### src/rtl/turn_sig_pkg.sv
// Shared types and default constants for the turn-signal input conditioner.
// The debug struct bundles arbitration state and per-channel debounce status.
package turn_sig_pkg;

  typedef enum logic [1:0] {
    TS_IDLE   = 2'd0,
    TS_LEFT   = 2'd1,
    TS_RIGHT  = 2'd2,
    TS_HAZARD = 2'd3
  } ts_state_e;

  localparam int DEF_SYNC_STAGES     = 2;
  localparam int DEF_DEBOUNCE_CYCLES = 4;
  localparam int DEF_MIN_ON_CYCLES   = 3;

  // Channel bit order in the vectors below is {left, right, hazard}.
  typedef struct packed {
    ts_state_e  state;
    logic [2:0] db;
    logic [2:0] db_rise;
  } ts_dbg_t;

  function automatic logic [2:0] ts_decode(input ts_state_e s);
    ts_decode = {(s == TS_LEFT)  || (s == TS_HAZARD),
                 (s == TS_RIGHT) || (s == TS_HAZARD),
                 (s == TS_HAZARD)};
  endfunction

endpackage

### src/rtl/switch_debouncer.sv
// Synchroniser chain followed by a consecutive-sample debounce counter.
// o_db_rise pulses for one cycle on the edge where o_db flips 0->1.
module switch_debouncer #(
  parameter int SYNC_STAGES     = 2,
  parameter int DEBOUNCE_CYCLES = 4
) (
  input  logic i_clk,
  input  logic i_reset,
  input  logic i_raw,
  output logic o_db,
  output logic o_db_rise
);

  localparam int CW = $clog2(DEBOUNCE_CYCLES + 1);

  logic [SYNC_STAGES-1:0] r_sync;
  logic [CW-1:0]          r_cnt;
  logic                   r_db;
  logic                   r_db_rise;
  logic                   w_sync;

  assign w_sync    = r_sync[SYNC_STAGES-1];
  assign o_db      = r_db;
  assign o_db_rise = r_db_rise;

  always_ff @(posedge i_clk or posedge i_reset) begin
    if (i_reset) begin
      r_sync    <= '0;
      r_cnt     <= '0;
      r_db      <= 1'b0;
      r_db_rise <= 1'b0;
    end else begin
      r_sync    <= {r_sync[SYNC_STAGES-2:0], i_raw};
      r_db_rise <= 1'b0;
      if (w_sync != r_db) begin
        // The DEBOUNCE_CYCLES-th differing sample flips the level on this edge.
        if (r_cnt == CW'(DEBOUNCE_CYCLES - 1)) begin
          r_db      <= ~r_db;
          r_db_rise <= ~r_db;
          r_cnt     <= '0;
        end else begin
          r_cnt <= r_cnt + 1'b1;
        end
      end else begin
        r_cnt <= '0;
      end
    end
  end

endmodule

### src/rtl/turn_signal_conditioner.sv
// Debounces left/right/hazard switches and arbitrates them into request levels.
// Define TURN_SIG_LATCH_EN for tap/toggle mode; default is level mode.
import turn_sig_pkg::*;

module turn_signal_conditioner #(
  parameter int SYNC_STAGES     = DEF_SYNC_STAGES,
  parameter int DEBOUNCE_CYCLES = DEF_DEBOUNCE_CYCLES,
  parameter int MIN_ON_CYCLES   = DEF_MIN_ON_CYCLES
) (
  input  logic    clk,
  input  logic    reset,
  input  logic    left_raw,
  input  logic    right_raw,
  input  logic    hazard_raw,
  output logic    left,
  output logic    right,
  output logic    hazard_active,
  output ts_dbg_t dbg_state
);

  localparam int MW = $clog2(MIN_ON_CYCLES + 1);

  logic      w_left_db, w_right_db, w_hazard_db;
  logic      w_left_rise, w_right_rise, w_hazard_rise;
  ts_state_e r_state, w_next;
  logic [MW-1:0] r_min_cnt;
  logic      r_left, r_right, r_hazard;
  logic      w_min_done;

  switch_debouncer #(.SYNC_STAGES(SYNC_STAGES), .DEBOUNCE_CYCLES(DEBOUNCE_CYCLES)) u_db_left (
    .i_clk(clk), .i_reset(reset), .i_raw(left_raw), .o_db(w_left_db), .o_db_rise(w_left_rise)
  );
  switch_debouncer #(.SYNC_STAGES(SYNC_STAGES), .DEBOUNCE_CYCLES(DEBOUNCE_CYCLES)) u_db_right (
    .i_clk(clk), .i_reset(reset), .i_raw(right_raw), .o_db(w_right_db), .o_db_rise(w_right_rise)
  );
  switch_debouncer #(.SYNC_STAGES(SYNC_STAGES), .DEBOUNCE_CYCLES(DEBOUNCE_CYCLES)) u_db_hazard (
    .i_clk(clk), .i_reset(reset), .i_raw(hazard_raw), .o_db(w_hazard_db), .o_db_rise(w_hazard_rise)
  );

  assign w_min_done = (r_min_cnt == '0);

  always_comb begin
    w_next = r_state;
    case (r_state)
      TS_IDLE: begin
        if (w_hazard_db || (w_left_db && w_right_db)) w_next = TS_HAZARD;
`ifdef TURN_SIG_LATCH_EN
        else if (w_left_rise)  w_next = TS_LEFT;
        else if (w_right_rise) w_next = TS_RIGHT;
`else
        else if (w_left_db)    w_next = TS_LEFT;
        else if (w_right_db)   w_next = TS_RIGHT;
`endif
      end
      TS_LEFT: begin
        if (w_hazard_db) w_next = TS_HAZARD;
`ifdef TURN_SIG_LATCH_EN
        else if (w_right_rise || (w_left_rise && w_min_done)) w_next = TS_IDLE;
`else
        else if (!w_left_db && w_min_done) w_next = TS_IDLE;
`endif
      end
      TS_RIGHT: begin
        if (w_hazard_db) w_next = TS_HAZARD;
`ifdef TURN_SIG_LATCH_EN
        else if (w_left_rise || (w_right_rise && w_min_done)) w_next = TS_IDLE;
`else
        else if (!w_right_db && w_min_done) w_next = TS_IDLE;
`endif
      end
      TS_HAZARD: begin
        if (!w_hazard_db && !(w_left_db && w_right_db)) w_next = TS_IDLE;
      end
      default: w_next = TS_IDLE;
    endcase
  end

  // Outputs are registered from the next state so they track r_state exactly.
  always_ff @(posedge clk or posedge reset) begin
    if (reset) begin
      r_state   <= TS_IDLE;
      r_min_cnt <= '0;
      r_left    <= 1'b0;
      r_right   <= 1'b0;
      r_hazard  <= 1'b0;
    end else begin
      r_state <= w_next;
      {r_left, r_right, r_hazard} <= ts_decode(w_next);
      if ((r_state == TS_IDLE) && ((w_next == TS_LEFT) || (w_next == TS_RIGHT)))
        r_min_cnt <= MW'(MIN_ON_CYCLES - 1);
      else if (!w_min_done)
        r_min_cnt <= r_min_cnt - 1'b1;
    end
  end

  assign left          = r_left;
  assign right         = r_right;
  assign hazard_active = r_hazard;

  assign dbg_state.state   = r_state;
  assign dbg_state.db      = {w_left_db, w_right_db, w_hazard_db};
  assign dbg_state.db_rise = {w_left_rise, w_right_rise, w_hazard_rise};

endmodule

### config.mk
export PLATFORM = sky130hd
export DESIGN_NAME = turn_signal_conditioner
export DESIGN_NICKNAME = d
export VERILOG_FILES = /design/src/rtl/turn_sig_pkg.sv /design/src/rtl/switch_debouncer.sv /design/src/rtl/turn_signal_conditioner.sv
export SDC_FILE = /design/constraint.sdc
export NUM_CORES = 1
export LEC_CHECK = 0
export CORE_MARGIN = 2
export CORE_UTILIZATION = 45
export DETAILED_ROUTE_END_ITERATION = 8
export HOLD_SLACK_MARGIN = 0.05
export PLACE_DENSITY = 0.71
export SLEW_MARGIN = 20
export SYNTH_ARGS = -nofsm -noshare
export SYNTH_HDL_FRONTEND = slang
export SYNTH_SLANG_ARGS = --single-unit
export TNS_END_PERCENT = 50
### constraint.sdc
create_clock -name clk -period 1.7 [get_ports clk]
set_input_delay 0.34 -clock clk [delete_from_list [all_inputs] [get_ports clk]]
set_output_delay 0.34 -clock clk [all_outputs]
set_load 0.1 [all_outputs]
==> impl_metrics.csv, run 1 <==
group,metric,value,unit
die,ioPinCount,16,
worst_setup_path,worstRegToRegCells,4,
logic_synthesis,synth_seq_area_share,62.9,%
route,viasPerCell,5.03,
timing,drv_slew,0,
clock_tree,clockRootBuffer,"clkbuf_4",
placed_design,dp.cells,119,
logic_synthesis,synth_area_leaders,"dfrtp_1, ha_1, buf_4",
placed_design,routabilityCongestion,0.653,
route,drt_iter0_markers,2,
worst_setup_path,cp-start-kind,"register",
logic_synthesis,syn-cell-area,1070,um2
logic_synthesis,synth_top_cells_by_count,"dfrtp_1, buf_4, ha_1, nor3b_1",
worst_setup_path,rr_startpoint,"right",
finish,final_util,65.1,%
logic_synthesis,ys.flop_type,"dfrtp_1",
logic_synthesis,yosysTopAreaCell,"dfrtp_1",
job,cap_violations,0,
clock_tree,cts_tree,"built",
worst_setup_path,worst_r2r_endpoint,"left",
clock_tree,path_clk_slew,140,ps
logic_synthesis,yosysWarnings,0,
die,rows,17,
clock_tree,cts_buffer_depth,2,
timing,period_minus_slack,1680,ps
timing,whs,351,ps
route,antenna_left,0,
timing,fin_crit_sh,98.7,%
finish,area_delta_synth_final,35.4,%
timing,fmax,0.596,GHz
route,totalWireLength,1.57,mm
finish,fillers,172,
logic_synthesis,synthMuxAreaShare,3.15,%
die,start_util,48.1,%
logic_synthesis,synth_nets,88,
timing,setup-violations-final,0,
worst_setup_path,arrival,1890,ps
clock_tree,cts_made_buffers,3,
timing,clock_skew,5.42,ps
finish,nets,110,
timing,finalWorstSetupSlack,22.9,ps
logic_synthesis,synthXorXnorAreaFrac,3.26,%
clock_tree,htreeDepth,1,
placed_design,dp_hpwl,1.06,mm
logic_synthesis,synth_top_family_by_area,"simple AND/OR/NAND/NOR gates",
clock_tree,clkSinkCount,27,
logic_synthesis,netlist_instances,77,
logic_synthesis,synthAdderAreaFrac,6.99,%
die,die_h,52.8,um
route,drcViolationCount,0,
worst_setup_path,path_cells,"a21bo_4 > a221o_1 > ha_2 > or2_2",
worst_setup_path,required,1910,ps
timing,relSlewSlack,78.3,%
logic_synthesis,synth.distinct_cells,18,
die,core_area,2230,um2
worst_setup_path,path_max_fanout,6,
die,die_area,2790,um2
die,die_w,52.8,um
route,drtPass1Iterations,2,
grt,grt_max_degree,28,
worst_setup_path,crit_slowest_cell,"dfrtp_4",
clock_tree,clock_latency,310,ps
logic_synthesis,ys_ff_latch,27,
timing,hold_viol,0,
logic_synthesis,yosys.area_share.simple,12.5,%
timing,tightest_slew,325,ps
route,wl_per_cell,12.5,um
logic_synthesis,synth_edf_count,0,
finish,fin_cells,126,
logic_synthesis,ys_async_sr_fraction,100,%
finish,drive_gt1_share,36.7,%
grt,grt_overflow,0,
worst_setup_path,endpoint_kind,"register",
logic_synthesis,yosys.area.top_type_share,62.9,%
timing,rsz0062_at_grt,"yes",
logic_synthesis,avgSynthCellArea,13.9,um2
placed_design,port_buffers,15,
grt,grt_pass1_wl,2.73,mm
clock_tree,postCtsHoldBufs,0,
worst_setup_path,criticalPathCategory,"register to register",
logic_synthesis,yosysMostFrequentCell,"dfrtp_1",
finish,n_antenna_cell,0,
placed_design,preCtsSetupSlack,24.6,ps
status,status,"finished, final reports clean",
grt,antenna_found_initial,0,
worst_setup_path,ff2ff_setup_slack,20,ps
grt,grt_usage,13.6,%
logic_synthesis,synth_compound_area_share,5.24,%
hold_path,hold_class,"primary input to async pin",
worst_setup_path,cpPeakStageDelay,540,ps
route,via_count,634,
grt,grt_pass1_vias,629,
==> worst max-delay path: cells and delay by family, from the launching register on <==
kind / cells / cell delay [ps]
simple gates: 1 / 290
fa+ha+maj: 1 / 200
flops: 1 / 540
compound gates: 2 / 550
==> cell usage in the layout (no fill, tap or decap) <==
cell             instances
nor2b_1                  4
nor3_2                   1
dfrtp_1                 25
ha_4                     1
clkbuf_4                 3
mux2_2                   3
xor2_1                   1
clkdlybuf4s50_1          4
and3b_1                  3
xnor2_1                  3
buf_12                  11
ha_2                     2
a21bo_1                  1
a21bo_4                  1
inv_1                    3
nor3b_1                  6
buf_4                    9
a221o_1                  1
nor2_1                   3
nor3_1                   3
dfrtp_4                  2
or2_2                    1
a211o_1                  2
clkinv_2                 1
ha_1                     3
a221oi_2                 1
==> state kept, by name, indices dropped and copies added (netlist names) <==
name and cells:
u_db_hazard.o_db_rise 1, left 1, right 1, u_db_hazard.r_cnt 3, u_db_left.o_db 1, r_min_cnt 2, u_db_hazard.r_sync 2, u_db_right.r_cnt 3
u_db_left.r_cnt 3, u_db_left.o_db_rise 1, r_state 1, hazard_active 1, u_db_right.r_sync 2, u_db_hazard.o_db 1, u_db_right.o_db 1, u_db_left.r_sync 2
u_db_right.o_db_rise 1
==> logic make-up (layout without fill, tap and decap cells) <==
| kind of cell | Yosys count | count (layout) |
|---|---|---|
| compound gates | 6 | 6 |
| xor+xnor | 4 | 4 |
| fa+ha+maj | 6 | 6 |
| buf+inv | 10 | 31 |
| flops | 27 | 27 |
| mux | 3 | 3 |
| simple gates | 21 | 21 |
==> worst max path at each step <==
stage / cells past startpoint / startpoint / end / slack [ps]
CTS: 6 / r_min_cnt[0] / left / 4
detailed placement: 7 / r_min_cnt[0] / r_min_cnt[0] / 20
floorplan: 5 / right / r_min_cnt[1] / -110
global placement: 4 / right / left / 40
global route: 7 / r_min_cnt[1] / r_min_cnt[1] / -10
finish: 4 / right / left / 20
==> area by class of cell <==
cell class | instances | area (um2) | area share, %
inverters | 3 | 11.3 | 0.775
multi-input cells | 40 | 369 | 25.4
clock buffers | 3 | 22.5 | 1.55
flip-flops and latches | 27 | 683 | 47.0
well taps | 28 | 35.0 | 2.41
repair buffers | 24 | 328 | 22.5
clock inverters | 1 | 5.00 | 0.344
==> what timing repair did <==
action                                  in CTS  in global routing
endpoints found under the hold margin        0                  0
endpoints found under the setup margin       2                  3
resized for setup                            1                  5
pin swaps                                    0                  5
buffers inserted                             0                  3
==> layer usage <==
layer	wire length (um)	global-route usage (%)	vias to the layer above
met2	804	23.1	12
met3	63	3.14	2
met1	684	16.2	319
met5	0	0	-
li1	-	-	301
met4	16	6.41	0
==> metrics by stage <==
step	cell area (um2)	TNS, ps
3_5_place_dp	1370	0
2_1_floorplan	1080	-285
5_1_grt	1450	-25.6
4_1_cts	1400	0
6_report	1450	0
3_3_place_gp	1370	0
Power of run 1 is left out: the tool's default activity adds up to more than one toggle a clock period on the data nets, which glitch-free logic cannot reach.
==> run 2, diff against run 1 <==
- GPL_ROUTABILITY_DRIVEN: default -> 0
- MAX_ROUTING_LAYER: default -> met4
==> run 2 against run 1 <==
  * First-iteration DRC count is the same
  * Clock skew is essentially flat
  * Cell area is the same
  * Die area is the same
  * Sequential cell count is the same
  * Count of clock-buffer cells in the layout is the same
  * Register-to-register slack is essentially flat
  * Worst setup slack is essentially flat
  * Critical path depth is the same
  * Via count is the same
  * Sequential share of layout area is the same
  * Global-route usage grew 0.36 points
  * Critical endpoint unchanged
==> impl_metrics.csv, run 2 (synthesized netlist as in run 1, its figures left out) <==
group,metric,value,unit
finish,nets,110,
route,drtPass1Iterations,2,
timing,relSlewSlack,78.3,%
die,die_h,52.8,um
placed_design,place_area,1370,um2
clock_tree,clkSinkCount,27,
clock_tree,path_clk_slew,140,ps
timing,setup-violations-final,0,
route,via_count,634,
finish,drive_gt1_share,36.7,%
worst_setup_path,required,1910,ps
finish,reg_top3,"u_db_hazard.r_cnt: 3 flops, u_db_left.r_cnt: 3 flops, u_db_right.r_cnt: 3 flops",
status,status,"finished, final reports clean",
timing,clock_skew,5.30,ps
die,core_area,2230,um2
timing,tightest_slew,325,ps
timing,period_minus_slack,1680,ps
die,rows,17,
grt,antenna_found_initial,0,
finish,final_cell_mix,"dfrtp_1, buf_12, buf_4",
timing,hold_viol,0,
clock_tree,cts_tree,"built",
route,viasPerCell,5.03,
route,drt_iter0_markers,2,
worst_setup_path,path_max_fanout,6,
placed_design,dp_hpwl,1.06,mm
route,totalWireLength,1.57,mm
grt,grt_overflow,0,
worst_setup_path,arrival,1890,ps
grt,grt_pass1_vias,629,
die,die_area,2790,um2
clock_tree,postCtsHoldBufs,0,
worst_setup_path,endpoint_kind,"register",
route,wl_per_cell,12.5,um
finish,final_cell_area,1450,um2
worst_setup_path,cp-start-kind,"register",
grt,grt_max_degree,28,
clock_tree,clock_latency,310,ps
timing,fmax,0.596,GHz
grt,grt_pass1_wl,2.73,mm
finish,area_delta_synth_final,35.4,%
finish,n_antenna_cell,0,
clock_tree,cts_buffer_depth,2,
timing,rsz0062_at_grt,"yes",
placed_design,port_buffers,15,
clock_tree,cts_made_buffers,3,
hold_path,hold_class,"primary input to async pin",
route,antenna_left,0,
timing,fin_crit_sh,98.7,%
route,drcViolationCount,0,
clock_tree,clockRootBuffer,"clkbuf_4",
grt,grt_usage,14.0,%
timing,drv_slew,0,
worst_setup_path,criticalPathCategory,"register to register",
die,start_util,48.1,%
clock_tree,htreeDepth,1,
timing,tns,0,ps
job,cap_violations,0,
finish,layout_commonest_cell,"dfrtp_1",
die,die_w,52.8,um
die,ioPinCount,16,
==> run 2: layout make-up <==
class	count	area, um2
multi-input combinational	40	369
inverter	3	11.3
sequential	27	683
timing repair buffer	24	328
fill	172	779
clock buffer	3	22.5
clock inverter	1	5.00
tap	28	35.0
==> run 2: repair_timing <==
| action | in CTS | in global routing |
|---|---|---|
| resized for setup | 1 | 5 |
| setup buffers | 0 | 3 |
| setup endpoints to repair | 2 | 3 |
| pin swaps | 0 | 5 |
==> run 2: worst max-delay path: stages, from the launching register on <==
cell and delay (ps):
dfrtp_4 540, a21bo_4 230, a221o_1 320, ha_2 200, or2_2 290
==> run 2: final timing paths <==
kind,slack [ps],cells past startpoint,startpoint,endpoint
hold reg to reg,370,0,u_db_hazard.r_sync[0],u_db_hazard.r_sync[1]
max in group asynchronous,1070,3,reset,right
setup / recovery,20,4,right,left
setup reg to reg,20,4,right,left
min in group clk,370,0,u_db_hazard.r_sync[0],u_db_hazard.r_sync[1]
hold / removal,350,3,reset,u_db_right.r_cnt[0]
==> run 2: metrics by stage <==
step / setup WS, ps / util (%) / cells / hold slack (ps)
3_5_place_dp: 24.6 / 61.3 / 119 / 339
4_1_cts: 4.10 / 62.7 / 123 / 354
2_1_floorplan: -109 / - / 77 / 331
5_1_grt: -14.3 / 65.1 / 126 / 375
6_report: 22.9 / 65.1 / 126 / 351
3_3_place_gp: 43.5 / 61.3 / 119 / 337
==> run 2: metal layers <==
| metal | global-route usage [%] | share of wire (%) | vias up |
|---|---|---|---|
| li1 | - | - | 301 |
| met1 | 16.4 | 44 | 319 |
| met2 | 23.1 | 51 | 12 |
| met3 | 2.86 | 3.6 | 2 |
| met4 | 6.41 | 1.0 | 0 |
| met5 | - | 0 | - |
Power of run 2 is left out for the same reason.
